<file path="config.mk">
export PLATFORM = sky130hd
export DESIGN_NAME = apb_intercon_rr
export DESIGN_NICKNAME = d
export VERILOG_FILES = /design/src/rtl/apb_intercon_rr.sv
export SDC_FILE = /design/constraint.sdc
export NUM_CORES = 1
export LEC_CHECK = 0
export CORE_AREA = 2 2 142 144
export DETAILED_ROUTE_END_ITERATION = 6
export DIE_AREA = 0 0 144 146
export HOLD_SLACK_MARGIN = 0.06
export SETUP_SLACK_MARGIN = 0.02
export SLEW_MARGIN = 15
export SYNTH_ARGS = -nofsm -noshare
export SYNTH_HDL_FRONTEND = slang
export SYNTH_SLANG_ARGS = --single-unit
export TNS_END_PERCENT = 100
</file>
<file path="constraint.sdc">
create_clock -name clk -period 2.9 [get_ports clk]
set_clock_uncertainty 0.15 [all_clocks]
set_input_delay 0.29 -clock clk [delete_from_list [all_inputs] [get_ports clk]]
set_output_delay 0.29 -clock clk [all_outputs]
set_load 0.05 [all_outputs]
</file>
<file path="src/rtl/apb_intercon_rr.sv">
// Multi-master APB interconnect: round-robin arbitration across the masters,
// a registered IDLE/SETUP/ACCESS transfer FSM toward the slaves, and an
// address decoder. Unmapped addresses and hung slaves complete with PSLVERR.
module apb_intercon_rr #(
  parameter int BUS_WIDTH      = 16,
  parameter int MASTER_PORTS   = 4,
  parameter int SLAVE_PORTS    = 6,
  parameter logic [SLAVE_PORTS*BUS_WIDTH-1:0] SLAVE_BASE =
    {16'h8000, 16'h4000, 16'h3000, 16'h2000, 16'h1000, 16'h0000},
  parameter logic [SLAVE_PORTS*BUS_WIDTH-1:0] SLAVE_LIMIT =
    {16'hBFFF, 16'h7FFF, 16'h3FFF, 16'h2FFF, 16'h1FFF, 16'h0FFF},
  parameter int TIMEOUT_CYCLES = 255
) (
  input  logic                              clk,
  input  logic                              reset,
  input  logic [MASTER_PORTS*BUS_WIDTH-1:0] S_PADDR,
  input  logic [MASTER_PORTS-1:0]           S_PWRITE,
  input  logic [MASTER_PORTS-1:0]           S_PSELx,
  input  logic [MASTER_PORTS-1:0]           S_PENABLE,
  input  logic [MASTER_PORTS*BUS_WIDTH-1:0] S_PWDATA,
  output logic [MASTER_PORTS*BUS_WIDTH-1:0] S_PRDATA,
  output logic [MASTER_PORTS-1:0]           S_PREADY,
  output logic [MASTER_PORTS-1:0]           S_PSLVERR,
  output logic [BUS_WIDTH-1:0]              M_PADDR,
  output logic                              M_PWRITE,
  output logic [SLAVE_PORTS-1:0]            M_PSELx,
  output logic                              M_PENABLE,
  output logic [BUS_WIDTH-1:0]              M_PWDATA,
  input  logic [SLAVE_PORTS*BUS_WIDTH-1:0]  M_PRDATA,
  input  logic [SLAVE_PORTS-1:0]            M_PREADY,
  input  logic [SLAVE_PORTS-1:0]            M_PSLVERR
);

  localparam int GW = (MASTER_PORTS > 1) ? $clog2(MASTER_PORTS) : 1;
  localparam int IW = (SLAVE_PORTS > 1) ? $clog2(SLAVE_PORTS) : 1;
  localparam int CW = (TIMEOUT_CYCLES > 0) ? $clog2(TIMEOUT_CYCLES + 1) : 1;
  localparam logic [CW-1:0] CNT_LAST = (TIMEOUT_CYCLES > 0) ? CW'(TIMEOUT_CYCLES - 1) : '0;
  localparam logic [GW-1:0] GRANT_RST = GW'(MASTER_PORTS - 1);

  typedef enum logic [1:0] {IDLE, SETUP, ACCESS} state_t;

  state_t                state_q, state_d;
  logic [GW-1:0]         grant_q, last_grant_q;
  logic [BUS_WIDTH-1:0]  paddr_q, pwdata_q;
  logic                  pwrite_q;
  logic                  hit_q;
  logic [IW-1:0]         idx_q;
  logic [CW-1:0]         cnt_q;

  logic [BUS_WIDTH-1:0]  s_addr  [MASTER_PORTS];
  logic [BUS_WIDTH-1:0]  s_wdata [MASTER_PORTS];
  logic [BUS_WIDTH-1:0]  m_rdata [SLAVE_PORTS];
  logic [BUS_WIDTH-1:0]  base_a  [SLAVE_PORTS];
  logic [BUS_WIDTH-1:0]  limit_a [SLAVE_PORTS];

  logic                  arb_found;
  logic [GW-1:0]         arb_grant;
  logic                  dec_hit;
  logic [IW-1:0]         dec_idx;
  logic                  req_live, slv_ready, timeout_hit, complete;
  logic                  resp_err;
  logic [BUS_WIDTH-1:0]  resp_data;
  logic                  unused_penable;

  // PENABLE from the masters carries no information: the FSM generates the phases
  assign unused_penable = ^S_PENABLE;

  for (genvar g = 0; g < MASTER_PORTS; g++) begin : g_mst
    assign s_addr[g]  = S_PADDR[g*BUS_WIDTH +: BUS_WIDTH];
    assign s_wdata[g] = S_PWDATA[g*BUS_WIDTH +: BUS_WIDTH];
    assign S_PREADY[g]  = complete && (grant_q == GW'(g));
    assign S_PSLVERR[g] = complete && (grant_q == GW'(g)) && resp_err;
    assign S_PRDATA[g*BUS_WIDTH +: BUS_WIDTH] =
      (complete && (grant_q == GW'(g))) ? resp_data : '0;
  end

  for (genvar g = 0; g < SLAVE_PORTS; g++) begin : g_slv
    assign m_rdata[g] = M_PRDATA[g*BUS_WIDTH +: BUS_WIDTH];
    assign base_a[g]  = SLAVE_BASE[g*BUS_WIDTH +: BUS_WIDTH];
    assign limit_a[g] = SLAVE_LIMIT[g*BUS_WIDTH +: BUS_WIDTH];
  end

  // Round-robin pick: first requester at or after last_grant+1, wrapping
  always_comb begin
    int            c;
    logic [GW-1:0] cand;
    arb_found = 1'b0;
    arb_grant = '0;
    c         = 0;
    cand      = '0;
    for (int k = 0; k < MASTER_PORTS; k++) begin
      c = int'(last_grant_q) + 1 + k;
      if (c >= MASTER_PORTS) c = c - MASTER_PORTS;
      if (c >= MASTER_PORTS) c = c - MASTER_PORTS;
      cand = GW'(c);
      if (!arb_found && S_PSELx[cand]) begin
        arb_found = 1'b1;
        arb_grant = cand;
      end
    end
  end

  // Address decode of the winning master; lowest-index range wins on overlap
  always_comb begin
    dec_hit = 1'b0;
    dec_idx = '0;
    for (int i = 0; i < SLAVE_PORTS; i++) begin
      if (!dec_hit && (s_addr[arb_grant] >= base_a[i]) && (s_addr[arb_grant] <= limit_a[i])) begin
        dec_hit = 1'b1;
        dec_idx = IW'(i);
      end
    end
  end

  // Completion condition and the response routed back to the granted master
  always_comb begin
    req_live    = S_PSELx[grant_q];
    slv_ready   = hit_q && M_PREADY[idx_q];
    timeout_hit = (TIMEOUT_CYCLES != 0) && (cnt_q == CNT_LAST);
    complete    = (state_q == ACCESS) && req_live && (!hit_q || slv_ready || timeout_hit);
    resp_err    = slv_ready ? M_PSLVERR[idx_q] : 1'b1;
    resp_data   = slv_ready ? m_rdata[idx_q] : '0;
  end

  // Next-state logic of the transfer FSM
  always_comb begin
    state_d = state_q;
    unique case (state_q)
      IDLE:    if (arb_found) state_d = SETUP;
      SETUP:   state_d = req_live ? ACCESS : IDLE;
      ACCESS:  if (!req_live || complete) state_d = IDLE;
      default: state_d = IDLE;
    endcase
  end

  // Slave-side strobes follow the FSM phase and the latched decode
  always_comb begin
    M_PSELx = '0;
    if ((state_q != IDLE) && hit_q) M_PSELx[idx_q] = 1'b1;
    M_PENABLE = (state_q == ACCESS);
  end

  assign M_PADDR  = paddr_q;
  assign M_PWRITE = pwrite_q;
  assign M_PWDATA = pwdata_q;

  // FSM state, grant bookkeeping, latched transfer and timeout counter
  always_ff @(posedge clk or negedge reset) begin
    if (!reset) begin
      state_q      <= IDLE;
      grant_q      <= '0;
      last_grant_q <= GRANT_RST;
      paddr_q      <= '0;
      pwrite_q     <= 1'b0;
      pwdata_q     <= '0;
      hit_q        <= 1'b0;
      idx_q        <= '0;
      cnt_q        <= '0;
    end else begin
      state_q <= state_d;
      if (state_q == IDLE) begin
        cnt_q <= '0;
        if (arb_found) begin
          grant_q  <= arb_grant;
          paddr_q  <= s_addr[arb_grant];
          pwrite_q <= S_PWRITE[arb_grant];
          pwdata_q <= s_wdata[arb_grant];
          hit_q    <= dec_hit;
          idx_q    <= dec_idx;
        end
      end else if (state_d == IDLE) begin
        // Completion and abort both advance the pointer so nobody starves
        last_grant_q <= grant_q;
        cnt_q        <= '0;
      end else if (state_q == ACCESS && cnt_q != {CW{1'b1}}) begin
        cnt_q <= cnt_q + 1'b1;
      end
    end
  end

endmodule

</file>
## Yosys cells after proc, flatten, opt, wreduce, memory -nomap -nowiden

Index checks and enable logic that the tools add are counted.

| word-level totals | value |
|---|---|
| register bits | 51 |
| input bits | 250 |
| output and inout port bits | 112 |

| operators by class | value |
|---|---|
| add/subtract/negate cells | 13 |
| $lt $le $gt $ge | 30 |
| eq/ne operators | 7 |
| multiplexer cells | 68 |
| bitwise logic cells | 3 |
| reduce and logical (&&, ||, !) cells | 48 |

Operator list:

| operator | number |
|---|---|
| 32-bit by 4-bit greater-or-equal comparator with 1-bit output (second input constant) | 7 |
| 16-bit two-way mux | 11 |
| 32-bit two-way mux | 4 |
| 32-bit by 4-bit subtractor with 32-bit output (second input constant) | 3 |
| 16-bit binary-select mux with 2-bit select | 2 |
| 16-bit binary-select mux with 3-bit select | 1 |
| 32-bit by 2-bit adder with 32-bit output (second input constant) | 1 |
| 32-bit by 3-bit adder with 32-bit output (second input constant) | 1 |
| 16-bit by 14-bit greater-or-equal comparator with 1-bit output (second input constant) | 2 |
| 16-bit by 14-bit less-or-equal comparator with 1-bit output (second input constant) | 2 |
| 1-bit logical AND | 28 |
| 8-bit two-way mux | 3 |
| 2-bit two-way mux | 11 |
| 1-bit two-way mux | 21 |
| 2-bit by 3-bit less-than comparator with 1-bit output (second input constant) | 6 |
| 16-bit by 1-bit greater-or-equal comparator with 1-bit output (second input constant) | 1 |
| 16-bit by 13-bit greater-or-equal comparator with 1-bit output (second input constant) | 1 |
| 16-bit by 15-bit greater-or-equal comparator with 1-bit output (second input constant) | 1 |
| 16-bit greater-or-equal comparator (second input constant) | 1 |
| 16-bit by 12-bit less-or-equal comparator with 1-bit output (second input constant) | 1 |
| 16-bit by 13-bit less-or-equal comparator with 1-bit output (second input constant) | 1 |
| 16-bit by 15-bit less-or-equal comparator with 1-bit output (second input constant) | 1 |
| 16-bit less-or-equal comparator (second input constant) | 1 |
| 1-bit binary-select mux with 2-bit select | 6 |
| other kinds (28) | 52 |

## Depth between registers and ports, before layout

Gate-level depths: netlist of the first run.

| logic depth | value |
|---|---|
| depth after elaboration | 44 |
| depth in mapped cells | 9 |
| depth with buffers taken out | 7 |

## Worst setup path after synthesis of the first run

Ideal clock, no wire load.

| timing | value |
|---|---|
| path type | reg2out |
| start point | register idx_q[1] |
| end point | output port M_PSELx[2] |
| arrival | 2.698 ns |
| required time | 2.460 ns |
| setup slack | -0.238 ns |
| cell stages (with the launch flop) | 5 |
| path buffers | 2 |
| path through | dfrtp_1 -> clkbuf_1 -> buf_1 -> inv_1 -> nor4_1 |

| on the way | value |
|---|---|
| longest elaborated chain between the ends | 5 |

Ends and longest elaborated chain:

| element | line | RTL |
|---|---|---|
| start, declared | 47 | `logic [IW-1:0] idx_q;` |
| start signal, assigned | 169 | `idx_q <= dec_idx;` |
| 3-bit by 4-bit less-than comparator with 1-bit output (implied by the code) / 3-bit by 1-bit greater-or-equal comparator with 1-bit output (equally long branches) | 139 | `if ((state_q != IDLE) && hit_q) M_PSELx[idx_q] = 1'b1;` |
| 1-bit logical AND (implied by the code) | 139 |  |
| 1-bit two-way mux (implied by the code) | 139 |  |
| 1-bit demux with 3-bit select (*) | 139 |  |
| 6-bit two-way mux (*) | 139 |  |
| end, declared | 26 | `output logic [SLAVE_PORTS-1:0] M_PSELx,` |

Mark *: on every way between the ends. The rest lies on a longest branch, timed or not.

## Worst setup path after layout of the first run

| timing | value |
|---|---|
| start point | register idx_q[0] |
| end point | output port S_PRDATA[50] |

| on the way | value |
|---|---|
| longest elaborated chain between the ends | 8 |

Ends and longest elaborated chain:

| element | line | RTL |
|---|---|---|
| 1-bit binary-select mux with 3-bit select | 118 | `slv_ready = hit_q && M_PREADY[idx_q];` |
| 1-bit two-way mux (implied by the code) | 118 |  |
| 1-bit logical AND | 118 |  |
| 1-bit logical OR (2 in a row) | 120 | `complete = (state_q == ACCESS) && req_live && (!hit_q \|\| slv_ready \|\| timeout_hit);` |
| 1-bit logical AND | 120 |  |
| 1-bit logical AND | 74 | `(complete && (grant_q == GW'(g))) ? resp_data : '0;` |
| 16-bit two-way mux (*) | 74 |  |
| end, declared | 21 | `output logic [MASTER_PORTS*BUS_WIDTH-1:0] S_PRDATA,` |

Mark *: on every way between the ends. The rest lies on a longest branch, timed or not. The select of a mux whose other input is x is not followed.

==> metrics.yaml, run 1 <==
setup_path:
  cp-start-kind: "flop"
  critical_path_arrival_ps: 2330
  worst-setup-path-type: "reg -> out"
  cp.required_ps: 2460
  worstPathMaxFanout: 11
  cp-end-kind: "primary output"
  timing.rr.start: "last_grant_q[0]"
  startpoint: "idx_q[0]"
floorplanning:
  start_util: 0.235
  core_mm2: 0.0193
  row_count: 51
  die_h_um: 146
  dieArea_mm2: 0.0210
  die_x_um: 144
  num_io_pins: 362
finish:
  areaGrowthSynthToFinish_pct: 109
  final_util: 0.491
  drive_above_1_share: 0.189
  diodes: 0
  fin_nets: 1167
  nFillCells: 1863
pwr:
  power_frac_comb: 0.731
  clockPowerShare: 0.088
  vdd_drop_max_uv: 408
  finalPower_w: 0.00713
  power_frac_seq: 0.181
  swShare: 0.499
  power.density_mw_per_mm2: 751
  p_leak_nw: 3.90
  p_sw_w: 0.00356
  internal_power_w: 0.00357
route:
  first_pass_iters: 4
  post_drt_wl_per_cell_um: 17.6
  drc_errors: 0
  ant_nets: 0
  routed_wl_um: 20800
  vias: 5622
  drt-initial-drc-count: 152
  viasPerCell: 4.76
synth:
  synth_edf_count: 0
  syn-cell-area_mm2: 0.00455
  synth_area_leaders: "dfrtp_1 (27%), mux4_2 (8.9%), nand2_1 (8.4%)"
  synth_cell_type_count: 54
  synthArstFlopShare: 1.00
  synth_flop_cell: "dfrtp_1"
  synth_seq_area_share: 0.281
  yosysTopAreaCellShare: 0.269
  synth-seq-cells: 51
  avgSynthCellArea_um2: 8.13
  synth_cells: 560
  synth_top_area_cell: "dfrtp_1"
  ys_warn_count: 0
  syn-num-nets: 812
sta:
  max_slew_margin: 0.465
  fin_crit_sh: 0.955
  min_period_ps: 2770
  finalMaxSlewViolations: 0
  rsz0062_at_grt: "true"
  max_slew.worst_pin.slew_ps: 802
  hold_violations: 0
  finalSetupViolations: 0
  setup_ws_ps: 131
  setup-tns-final_ps: 0
  max_freq_mhz: 361
place:
  hpwl_um: 17500
  dp_slack_ps: 119
  place_congestion: 0.835
  port_buffers: 357
grt:
  grt_pass1_vias: 5792
  grt_antenna_before_repair: 0
  overflow: 0
  grt_max_degree: 51
  grt_pass1_wl_um: 31100
  grt_usage: 0.190
clocking:
  cts_buffers: 5
  cts-htree-levels: 2
  cts_tree: "done"
  root_buffer: "clkbuf_16"
  clock_path_buffers: 2
  cts_sinks: 51
  clkTransAtPathRegs_ps: 70
  clk_latency_ps: 290
worst_hold_path:
  min_from: "M_PADDR[3]"
  holdCritPathClass: "reg -> reg"
run_status:
  status: "finished clean"
run:
  drv_cap: 0
critical path: stages (launching register included):
cell	delay [ps]
dfrtp_2	500
mux4_2	460
nand2_4	90
a21boi_4	250
nand4_1	140
buf_4	210
nor2_1	200
buf_12	170
stage by stage:
step	hold slack, ps	instance area (um^2)	cells
after floorplan	-156	4570	560
after global placement	262	9280	1169
after detailed placement	260	9280	1169
after CTS	331	9470	1179
after global routing	344	9500	1181
final	326	9500	1181
layer usage:
metal	GRT usage	wire, um
met3	0.0526	1950
met2	0.360	10600
met5	0	0
met1	0.192	7480
met4	0.0760	743
power groups by stage:
| stage | Sequential (W) | Clock (W) | Combinational [W] |
|---|---|---|---|
| after CTS | 0.00130 | 0.000661 | 0.00526 |
| after global routing | 0.00134 | 0.000689 | 0.00561 |
| final | 0.00129 | 0.000630 | 0.00521 |
| after global placement | 0.00130 | 0 | 0.00521 |
| after floorplan | 0.00200 | 0 | 0.00257 |
| after detailed placement | 0.00130 | 0 | 0.00521 |
registers in the layout, summed over array words and instances (netlist names):
| register | flops |
|---|---|
| M_PADDR | 16 |
| M_PWDATA | 16 |
| idx_q | 3 |
| M_PWRITE | 1 |
| hit_q | 1 |
| state_q | 2 |
| grant_q | 2 |
| cnt_q | 8 |
| last_grant_q | 2 |
cells in the mapped netlist (2+ instances only):
cell type / count
o21ai_1: 2
and2_1: 30
dfstp_2: 2
and3_1: 4
dfrtp_1: 49
mux2_2: 10
a31oi_1: 2
buf_6: 3
buf_1: 3
and4_1: 2
nor2b_1: 3
nand3_1: 9
xor2_1: 4
a311oi_1: 29
nand2_1: 102
nor3_1: 4
inv_1: 12
o21ai_0: 8
mux2_1: 2
nand2b_1: 2
a21oi_1: 10
xnor2_1: 4
a211oi_1: 31
a22oi_1: 9
nand4_1: 4
nor4_1: 4
ha_1: 2
mux4_2: 18
nor2_1: 86
clkbuf_1: 24
a21o_1: 29
buf_2: 16
mux2i_1: 20
cells in the final DEF, fill, tap and decap left out, drive strengths merged, types with 7 or more instances in the layout:
cell type and count:
a211oi 31, o21ai 10, nand2 103, and2 30
mux2i 20, nor2 86, mux2 12, clkbuf 7
a21o 29, a311oi 29, inv 13, nand3 9
dfrtp 49, buf 115, a21oi 10, mux4 18
clkdlybuf4s50 279, a22oi 9
kinds of logic (layout without fill, tap and decap cells):
logic type                 Yosys count  after routing  share of synthesized area
AOI/OAI and AO/OA                  132            132                      0.221
buffers and inverters               60            416                     0.0596
DFF                                 51             51                      0.281
and+or+nand+nor                    257            257                      0.255
adders and majority gates            2              2                    0.00550
muxes                               50             50                      0.163
xor gates and xnor gates             8              8                     0.0154
path summary, 6_finish.rpt:
kind	endpoint	slack, ps	depth (start not counted)
setup / recovery	S_PRDATA[50]	130	7
hold / removal	M_PADDR[3]	330	1
setup reg to reg	idx_q[0]	550	6
hold reg to reg	M_PADDR[3]	330	1
max in group asynchronous	M_PADDR[12]	1350	3
min in group asynchronous	M_PWDATA[3]	460	2
area by class of cell:
cell class / count / area, um^2 / share of cell area
tap: 265 / 332 / 0.0349
sequential: 51 / 1280 / 0.135
timing repair buffer: 395 / 4600 / 0.485
inverter: 13 / 48.8 / 0.00514
clock inverter: 1 / 7.51 / 0.000791
clock buffer: 7 / 153 / 0.0161
multi-input combinational: 449 / 3070 / 0.324
repair_timing:
item                                   CTS  global route
gates resized for setup                  3             4
setup buffers                            1             2
endpoints found under the hold margin   29             0
pin swaps                                0             1
hold buffers                             1             0
setup endpoints to repair               30            21
No activity file was read; power rests on OpenSTA's default activity.
==> run 2, diff against run 1 <==
--- a/config.mk
+++ b/config.mk
@@ -5,7 +5,9 @@
 export SDC_FILE = /design/constraint.sdc
 export NUM_CORES = 1
 export LEC_CHECK = 0
+export ABC_AREA = 0
 export CORE_AREA = 2 2 142 144
+export CTS_CLUSTER_SIZE = 16
 export DETAILED_ROUTE_END_ITERATION = 6
 export DIE_AREA = 0 0 144 146
 export HOLD_SLACK_MARGIN = 0.06
==> constraint.sdc (replaced) <==
create_clock -name clk -period 2.9 [get_ports clk]
set_clock_uncertainty 0.15 [all_clocks]
set_input_delay 0.58 -clock clk [delete_from_list [all_inputs] [get_ports clk]]
set_output_delay 0.58 -clock clk [all_outputs]
set_load 0.05 [all_outputs]
==> run 2 against run 1 <==
Effect of this change: highest routed layer unchanged; critical path depth increased by 3; flip-flop and latch count unchanged; wire length up 4.8%; register-to-register slack got worse by 220 ps; total power rose by 16%; the run now ends with setup timing left; core utilization is 5.4 points higher; critical path type unchanged; largest power group unchanged.
==> metrics.yaml, run 2 (synthesis results as in run 1) <==
pwr:
  finalPower_w: 0.00829
  p_leak_nw: 4.26
  vdd_drop_max_uv: 380
  power.density_mw_per_mm2: 787
clocking:
  cts-htree-levels: 2
  root_buffer: "clkbuf_16"
  cts_sinks: 51
  clkTransAtPathRegs_ps: 60
  cts_tree: "done"
  clock_path_buffers: 2
  cts_buffers: 5
  clk_latency_ps: 290
floorplanning:
  start_util: 0.235
  die_x_um: 144
  row_count: 51
  core_mm2: 0.0193
  num_io_pins: 362
  dieArea_mm2: 0.0210
  die_h_um: 146
grt:
  grt_max_degree: 59
  grt_pass1_wl_um: 32100
  grt_antenna_before_repair: 0
  overflow: 0
  grt_pass1_vias: 5890
  grt_usage: 0.196
route:
  vias: 5735
  first_pass_iters: 4
  viasPerCell: 4.68
  routed_wl_um: 21800
  drc_errors: 0
  wl_met1_um: 7700
  route.met2.wl_um: 11700
  drt-initial-drc-count: 134
  post_drt_wl_per_cell_um: 17.8
  routed.top_layer: "met4"
  wl_met3_um: 1960
  ant_nets: 0
worst_hold_path:
  holdCritPathClass: "reg -> reg"
place:
  place_congestion: 0.816
  hpwl_um: 17700
  dp.cells: 1191
  port_buffers: 357
  place_area_mm2: 0.00954
sta:
  finalSetupViolations: 54
  setup_ws_ps: -94.2
  max_freq_mhz: 334
  max_slew_margin: 0.461
  finalMaxSlewViolations: 0
  setup-tns-final_ps: -2710
  max_slew.worst_pin.slew_ps: 800
  rsz0062_at_grt: "true"
  fin_crit_sh: 1.03
  hold_violations: 0
  min_period_ps: 2990
finish:
  mostFrequentLayoutCell: "clkdlybuf4s50_1"
  drive_above_1_share: 0.310
  diodes: 0
  fin_cells: 1226
  final_area_mm2: 0.0105
  final_util: 0.545
  final_cell_mix: "clkdlybuf4s50_1 (270), nand2_1 (93), buf_12 (86), buf_4 (58)"
  areaGrowthSynthToFinish_pct: 132
  nFillCells: 1740
  fin_nets: 1212
run_status:
  violations: "setup timing"
  status: "finished, violations left"
setup_path:
  cp-end-kind: "primary output"
  critical_path_arrival_ps: 2260
  cp-start-kind: "flop"
  cp.required_ps: 2170
  worst-setup-path-type: "reg -> out"
  worstPathMaxFanout: 6
  rrSetupSlack_ps: 330
run:
  drv_cap: 0
[run 2: changes by cell type in the layout (fill, tap and decap cells not counted), moves of 11 or more]
cell / previous run / this run
buf_12: 75 / 86
nor2_1: 84 / 25
nor2_4: 0 / 48
buf_4: 39 / 58
nor2_2: 2 / 13
buf_6: 0 / 15
[run 2: report_power, final]
part           total [W]  internal [W]  switching, W  leakage (nW)
clock           0.000572      0.000320      0.000252        0.0679
combinational    0.00642       0.00283       0.00359          3.56
sequential       0.00130       0.00104      0.000264         0.630
total            0.00829       0.00419       0.00410          4.26
[run 2: routing by layer]
metal | track usage | vias up
li1 | - | 2822
met1 | 0.200 | 2636
met2 | 0.387 | 256
met3 | 0.0556 | 21
met4 | 0.0466 | 0
met5 | 0 | -
[run 2: worst paths after layout]
| check | from | end | cells past startpoint |
|---|---|---|---|
| worst max-delay path | idx_q[0] | S_PRDATA[51] | 10 |
| worst min-delay path | M_PWDATA[10] | M_PWDATA[10] | 1 |
| min in group asynchronous | reset | M_PWDATA[8] | 2 |
| max in group asynchronous | reset | last_grant_q[1] | 3 |
| worst max register to register | idx_q[0] | last_grant_q[0] | 12 |
| worst min register to register | M_PWDATA[10] | M_PWDATA[10] | 1 |
[run 2: what timing repair did]
item,in CTS,in global routing
buffers inserted,9,15
endpoints found under the hold margin,4,0
cloned,1,1
pin swaps,15,14
gates resized for setup,104,66
endpoints found under the setup margin,72,72
hold buffers,1,0
[run 2: worst max-delay path: stages (launching register included)]
cell and delay [ps]:
dfrtp_2 440, buf_12 140, buf_12 130, mux2_4 330, nand2_4 100, buf_6 120, nand4_4 140, nand4_1 180
buf_6 190, nor2_4 50, buf_12 150
[run 2: cell type report]
| class | instances | area (um^2) | area share |
|---|---|---|---|
| multi-input cells | 449 | 3570 | 0.339 |
| flip-flops and latches | 51 | 1280 | 0.121 |
| repair buffers | 440 | 5170 | 0.490 |
| well taps | 265 | 332 | 0.0315 |
| inverters | 13 | 51.3 | 0.00487 |
| clock buffers | 7 | 133 | 0.0126 |
| clock inverters | 1 | 5.00 | 0.000475 |
[run 2: per-stage QoR]
step / hold slack [ps] / worst slack, ps
floorplan: 134 / -16.6
global placement: 253 / -250
detailed placement: 255 / -293
CTS: 331 / -100
global route: 341 / -181
finish: 323 / -94.2
